`src/rtl/fmadd_norm_sequencer_if.sv`:
```
// rtl/fmadd_norm_sequencer_if.sv - operand/result handshake bundle for the FMADD normalization sequencer
// master drives operands and out_ready; slave is the sequencer.
interface fmadd_norm_sequencer_if #(
  parameter int MANT_W = 32,
  parameter int EXP_W  = 10
);
  logic              in_valid;
  logic              in_ready;
  logic [MANT_W-1:0] in_mant;
  logic [EXP_W-1:0]  in_exp;
  logic              in_sign;

  logic              out_valid;
  logic              out_ready;
  logic [MANT_W-1:0] out_mant;
  logic [EXP_W-1:0]  out_exp;
  logic              out_sign;
  logic              out_zero;
  logic              out_uflow;

  modport master (
    output in_valid, in_mant, in_exp, in_sign, out_ready,
    input  in_ready, out_valid, out_mant, out_exp, out_sign, out_zero, out_uflow
  );

  modport slave (
    input  in_valid, in_mant, in_exp, in_sign, out_ready,
    output in_ready, out_valid, out_mant, out_exp, out_sign, out_zero, out_uflow
  );
endinterface

```
`src/rtl/fmadd_norm_sequencer.sv`:
```
// rtl/fmadd_norm_sequencer.sv - post-add normalization controller driving the shared LZD tree
// Optional feature: define FMADD_NORM_BYPASS_EN to let already-normalized operands skip straight to DONE.
module fmadd_norm_sequencer #(
  parameter int MANT_W = 32,
  parameter int EXP_W  = 10,
  parameter int CNT_W  = 5
) (
  input  logic                  clk,
  input  logic                  rst,
  fmadd_norm_sequencer_if.slave bus,
  output logic [MANT_W-1:0]     lzd_mant,
  input  logic [CNT_W-1:0]      lzd_cnt,
  input  logic                  lzd_val,
  output logic                  busy
);

  typedef enum logic [1:0] {
    IDLE   = 2'd0,
    DETECT = 2'd1,
    SHIFT  = 2'd2,
    DONE   = 2'd3
  } state_t;

  state_t state, state_n;

  logic [MANT_W-1:0]       mant_q;
  logic signed [EXP_W-1:0] exp_q;
  logic                    sign_q;
  logic [CNT_W-1:0]        cnt_q;
  logic                    val_q;

  logic [MANT_W-1:0]       out_mant_q;
  logic [EXP_W-1:0]        out_exp_q;
  logic                    out_sign_q;
  logic                    out_zero_q;
  logic                    out_uflow_q;

  logic                    take_op;
  logic                    take_bypass;

  logic [MANT_W-1:0]       norm_mant;
  logic signed [EXP_W-1:0] norm_exp;
  logic                    norm_zero;
  logic                    norm_uflow;
  logic signed [EXP_W-1:0] cnt_s;
  logic [CNT_W-1:0]        clamp_shift;

`ifdef FMADD_NORM_BYPASS_EN
  logic bypass_hit;
  assign bypass_hit = bus.in_mant[MANT_W-1] && ($signed(bus.in_exp) >= EXP_W'(1));
`endif

  always_ff @(posedge clk or posedge rst) begin
    if (rst) begin
      state <= IDLE;
    end else begin
      state <= state_n;
    end
  end

  always_comb begin
    state_n       = state;
    bus.in_ready  = 1'b0;
    bus.out_valid = 1'b0;
    busy          = 1'b1;
    lzd_mant      = '0;
    take_op       = 1'b0;
    take_bypass   = 1'b0;
    case (state)
      IDLE: begin
        bus.in_ready = 1'b1;
        busy         = 1'b0;
        if (bus.in_valid) begin
`ifdef FMADD_NORM_BYPASS_EN
          if (bypass_hit) begin
            take_bypass = 1'b1;
            state_n     = DONE;
          end else begin
            take_op = 1'b1;
            state_n = DETECT;
          end
`else
          take_op = 1'b1;
          state_n = DETECT;
`endif
        end
      end
      DETECT: begin
        lzd_mant = mant_q;
        state_n  = SHIFT;
      end
      SHIFT: begin
        state_n = DONE;
      end
      DONE: begin
        bus.out_valid = 1'b1;
        if (bus.out_ready) begin
          state_n = IDLE;
        end
      end
      default: begin
        state_n = IDLE;
      end
    endcase
  end

  // Exponent must stay >= 1 for a normal result; otherwise the shift is clamped and the result is denormal.
  assign cnt_s       = signed'({{(EXP_W-CNT_W){1'b0}}, cnt_q});
  assign clamp_shift = exp_q[CNT_W-1:0] - CNT_W'(1);

  always_comb begin
    norm_mant  = '0;
    norm_exp   = '0;
    norm_zero  = 1'b0;
    norm_uflow = 1'b0;
    if (!val_q) begin
      norm_zero = 1'b1;
    end else if (exp_q > cnt_s) begin
      norm_mant = mant_q << cnt_q;
      norm_exp  = exp_q - cnt_s;
    end else if (exp_q > EXP_W'(0)) begin
      norm_mant  = mant_q << clamp_shift;
      norm_uflow = 1'b1;
    end else begin
      norm_mant  = mant_q;
      norm_uflow = 1'b1;
    end
  end

  always_ff @(posedge clk or posedge rst) begin
    if (rst) begin
      mant_q      <= '0;
      exp_q       <= '0;
      sign_q      <= 1'b0;
      cnt_q       <= '0;
      val_q       <= 1'b0;
      out_mant_q  <= '0;
      out_exp_q   <= '0;
      out_sign_q  <= 1'b0;
      out_zero_q  <= 1'b0;
      out_uflow_q <= 1'b0;
    end else begin
      if (take_op) begin
        mant_q <= bus.in_mant;
        exp_q  <= bus.in_exp;
        sign_q <= bus.in_sign;
      end
      if (state == DETECT) begin
        cnt_q <= lzd_cnt;
        val_q <= lzd_val;
      end
      if (state == SHIFT) begin
        out_mant_q  <= norm_mant;
        out_exp_q   <= norm_exp;
        out_sign_q  <= sign_q;
        out_zero_q  <= norm_zero;
        out_uflow_q <= norm_uflow;
      end
      if (take_bypass) begin
        out_mant_q  <= bus.in_mant;
        out_exp_q   <= bus.in_exp;
        out_sign_q  <= bus.in_sign;
        out_zero_q  <= 1'b0;
        out_uflow_q <= 1'b0;
      end
    end
  end

  assign bus.out_mant  = out_mant_q;
  assign bus.out_exp   = out_exp_q;
  assign bus.out_sign  = out_sign_q;
  assign bus.out_zero  = out_zero_q;
  assign bus.out_uflow = out_uflow_q;

endmodule

```
`src/flat_wrapper.sv`:
```
// flat-port wrapper written by rule: the top's interface ports become plain ports
module fmadd_norm_sequencer_flat 
#(
  parameter int MANT_W = 32,
  parameter int EXP_W  = 10,
  parameter int CNT_W  = 5
)
  (clk, rst, lzd_mant, lzd_cnt, lzd_val, busy, bus_in_valid, bus_in_mant, bus_in_exp, bus_in_sign, bus_out_ready, bus_in_ready, bus_out_valid, bus_out_mant, bus_out_exp, bus_out_sign, bus_out_zero, bus_out_uflow);
  fmadd_norm_sequencer_if #(.MANT_W(MANT_W), .EXP_W(EXP_W)) bus_i ();
  input  logic clk;
  input  logic rst;
  output logic [MANT_W-1:0] lzd_mant;
  input  logic [CNT_W-1:0] lzd_cnt;
  input  logic lzd_val;
  output logic busy;
  input wire logic [$bits(bus_i.in_valid)-1:0] bus_in_valid;
  input wire logic [$bits(bus_i.in_mant)-1:0] bus_in_mant;
  input wire logic [$bits(bus_i.in_exp)-1:0] bus_in_exp;
  input wire logic [$bits(bus_i.in_sign)-1:0] bus_in_sign;
  input wire logic [$bits(bus_i.out_ready)-1:0] bus_out_ready;
  output wire logic [$bits(bus_i.in_ready)-1:0] bus_in_ready;
  output wire logic [$bits(bus_i.out_valid)-1:0] bus_out_valid;
  output wire logic [$bits(bus_i.out_mant)-1:0] bus_out_mant;
  output wire logic [$bits(bus_i.out_exp)-1:0] bus_out_exp;
  output wire logic [$bits(bus_i.out_sign)-1:0] bus_out_sign;
  output wire logic [$bits(bus_i.out_zero)-1:0] bus_out_zero;
  output wire logic [$bits(bus_i.out_uflow)-1:0] bus_out_uflow;
  assign bus_i.in_valid = bus_in_valid;
  assign bus_i.in_mant = bus_in_mant;
  assign bus_i.in_exp = bus_in_exp;
  assign bus_i.in_sign = bus_in_sign;
  assign bus_i.out_ready = bus_out_ready;
  assign bus_in_ready = bus_i.in_ready;
  assign bus_out_valid = bus_i.out_valid;
  assign bus_out_mant = bus_i.out_mant;
  assign bus_out_exp = bus_i.out_exp;
  assign bus_out_sign = bus_i.out_sign;
  assign bus_out_zero = bus_i.out_zero;
  assign bus_out_uflow = bus_i.out_uflow;
  fmadd_norm_sequencer #(.MANT_W(MANT_W), .EXP_W(EXP_W), .CNT_W(CNT_W)) u_core (.clk(clk), .rst(rst), .bus(bus_i), .lzd_mant(lzd_mant), .lzd_cnt(lzd_cnt), .lzd_val(lzd_val), .busy(busy));
endmodule
```
`config.mk`:
```
export PLATFORM = sky130hd
export DESIGN_NAME = fmadd_norm_sequencer_flat
export DESIGN_NICKNAME = d
export VERILOG_FILES = /design/src/rtl/fmadd_norm_sequencer_if.sv /design/src/rtl/fmadd_norm_sequencer.sv /design/src/flat_wrapper.sv
export SDC_FILE = /design/constraint.sdc
export NUM_CORES = 1
export LEC_CHECK = 0
export CAP_MARGIN = 20
export CELL_PAD_IN_SITES_DETAIL_PLACEMENT = 0
export CELL_PAD_IN_SITES_GLOBAL_PLACEMENT = 2
export CORE_MARGIN = 1.5
export CORE_UTILIZATION = 31
export DETAILED_ROUTE_END_ITERATION = 10
export MAX_ROUTING_LAYER = met4
export PLACE_DENSITY = 0.82
export SLEW_MARGIN = 20
export SYNTH_ARGS = -nofsm -noshare
export SYNTH_HDL_FRONTEND = slang
export SYNTH_SLANG_ARGS = --single-unit
```
`constraint.sdc`:
```
create_clock -name clk -period 3.3 [get_ports clk]
set_input_delay 0.66 -clock clk [delete_from_list [all_inputs] [get_ports clk]]
set_output_delay 0.66 -clock clk [all_outputs]
set_load 0.1 [all_outputs]
```
==> impl_results.md, run 1 <==
- Remaining Overflow, GRT: 0
- Filler cell count: ~2,600
- Top Ports: around 130
- Number of synthesized flops with an enable pin: 0
- Setup_tns: 0 ps
- CP endpoint kind: flop
- Slew HR: around 47%
- Status: complete, no violations
- Final Hold Vio Count: 0
- Post-CTS Resized: 0
- GRT Resource Usage Total: about a quarter
- Largest net degree at the start of global routing: 47
- DRT iter0 DRCs: approximately 730
- Vias: around 7,800
- Skew-Pair Late Insertion Delay: about 360 ps
- Yosys reg bits: 96
- # H-tree levels: 3
- Rows: between 50 and 60
- WL/cell: around 26 um
- Share of cells above drive strength 1: between 20% and 30%
- Worst hold start: u_core.bus.out_zero
- Inserted Diodes: 0
- Fin crit period: 3100 ps
- Critical path class: reg -> reg
- Max-cap viol count: 0
- Initial antenna violation count: 0
- Synth area leader: dfrtp_1
- Area Overhead vs Synth: 26.5%
- Seq/Total Area, Yosys: 29.3%
- Average cell area after synthesis: 9.34 um2
- Unrepaired setup endpoints after global routing: no
- Clock Pin Slew Worst Setup and Hold Paths: ~70 ps
- Initial DRT Pass Iterations: 7
- Register-to-register setup slack: approximately 200 ps
- Slew @ Worst Pin: 780 ps
- First-pass GRT wire length: 49,600 um
- Synth cell count leaders: 96 x dfrtp_1, 93 x mux2_2, 87 x nand2_1
- Vias per cell: 5.92
- Core Util, Final: between 30% and 40%
- Layout net count: between 1,000 and 1,500
- Routed WL: around 34,000 um
- Port-buffer cells: 132
- Hold buffer count at CTS: 0
- Final setup vio count: 0
- Placed instance area: 10,100 um2
- Largest fanout on the critical path: between 40 and 50
- Total core area: 26,000 um2
- Die area: 27,400 um2
- Hold slack: just under 500 ps
- Top cell type's share of synthesized area: approximately 29%
- Root Driver: clkbuf_16
- Chip Height: 166 um
- Clock sink total: 96
- Setup bufs post-CTS: 0
- Total nets after synthesis: between 900 and 1,000
- CTS Buf Count: 9
- Most numerous cell in the Yosys netlist: dfrtp_1
- FF-to-FF Start: u_core.exp_q[1]
- Final period utilization: approximately 94%
- Worst hold path class: reg -> reg
- Routability cong.: ~0.98
- Post-route DRC: 0
- Worst Clk Skew: 9.66 ps
- Die X: approximately 170 um
- Worst setup path startpoint: u_core.exp_q[1]
- Area contributors post-synth: dfrtp_1 29%, mux2_2 13%, mux4_2 8.5%
- CP Launch Type: flop
- Bufs on Longest Clock Path: 2
- Vias in the first global route: 7,450
- Critical Path AT: between 3000 and 4000 ps
- Top FF cell, synth: dfrtp_1
- Achievable frequency: ~320 MHz
- Synth unique cells: 73
- Yosys warning total: 0
- Cells after Synth: a little under 900
- Ys async rst share: 100%
- Fin. max-slew vios: 0
- TritonCTS clock tree: built
- Final antenna-violating net count: 0
- Hpwl dp: about 25,000 um
- Syn Std Cell Area: 8200 um2
- Required @ worst endpoint: roughly 3500 ps
- Cell area after layout: between 10,000 and 15,000 um2
- Initial Util: between 30% and 40%
through the flow:
stage                     worst slack (ps)  std cells
after floorplan                        135        877
after global placement                 270       1303
after detailed placement               255       1303
after CTS                              243       1319
after global routing                  31.7       1319
final                                  203       1319
layout by cell type (no fill, tap or decap), drive strengths merged, types with 6 or more instances in the layout:
master	instances
nand2b	7
clkbuf	10
and3	6
a211oi	10
o22ai	11
mux2i	56
a21oi	39
nand2	89
nor4	6
inv	25
and2	35
buf	119
nor3	23
a22oi	11
o21ai	49
nor2	75
ha	11
o221ai	7
nor2b	8
mux4	35
mux2	93
o2bb2ai	7
dfrtp	96
clkdlybuf4s50	52
a22o	7
nand3	19
o211ai	10
kinds of logic (layout without fill, tap and decap cells):
family	Yosys count	after routing	synth area share [%]
AO/OA/AOI/OAI	192	192	16.1
XOR/XNOR	9	9	1.05
adder cells (fa/ha/maj)	12	12	1.92
buffers and inverters	104	211	6.00
flip-flops	96	96	29.3
multiplexers	184	184	29.4
AND/OR/NAND/NOR	280	280	16.2
worst paths after layout:
kind,endpoint,cells past startpoint
max in group asynchronous,u_core.mant_q[28],3
worst max register to register,u_core.bus.out_mant[25],9
worst min register to register,u_core.bus.out_zero,2
worst max-delay path,u_core.bus.out_mant[25],9
min in group asynchronous,u_core.cnt_q[4],2
worst min-delay path,u_core.bus.out_zero,2
critical path, stage by stage, from the launching register on:
cell and delay [ps]:
dfrtp_1 440, inv_1 140, ha_2 370, buf_12 250
mux2_2 420, mux4_2 480, nand2_1 90, a21oi_1 90
o221ai_1 410, o221ai_1 240
routing by layer:
metal	vias up	GRT usage [%]	part of all wire (%)
li1	3451	-	-
met1	3868	34.3	43
met2	407	38.3	45
met3	83	3.55	7.2
met4	0	12.5	5.0
met5	-	-	0
final cells by class:
| type | count | area, um2 | share of cell area [%] |
|---|---|---|---|
| clock inverter | 6 | 72.6 | 0.700 |
| timing repair buffer | 171 | 1840 | 17.7 |
| clock buffer | 10 | 229 | 2.21 |
| multi-input combinational | 677 | 5310 | 51.2 |
| tap | 335 | 419 | 4.04 |
| inverter | 24 | 92.6 | 0.893 |
| sequential | 96 | 2400 | 23.2 |
flip-flops by register name, indices dropped and copies added, names as in the netlist:
signal	count
u_core.state	2
u_core.val_q	1
u_core.bus.out_mant	32
u_core.bus.out_exp	10
u_core.sign_q	1
u_core.bus.out_sign	1
u_core.mant_q	32
u_core.exp_q	10
u_core.cnt_q	5
u_core.bus.out_zero	1
u_core.bus.out_uflow	1
Power of run 1 is not shown: default switching activity piles up to over one toggle a cycle in this logic, so the estimate is an artifact.
==> run 2, diff against run 1 <==
- CAP_MARGIN: 20 -> 5
==> results of run 2 <==
The final DEF is identical to that of run 1; final timing and power are the same.
Power of run 2 is left out for the same reason.
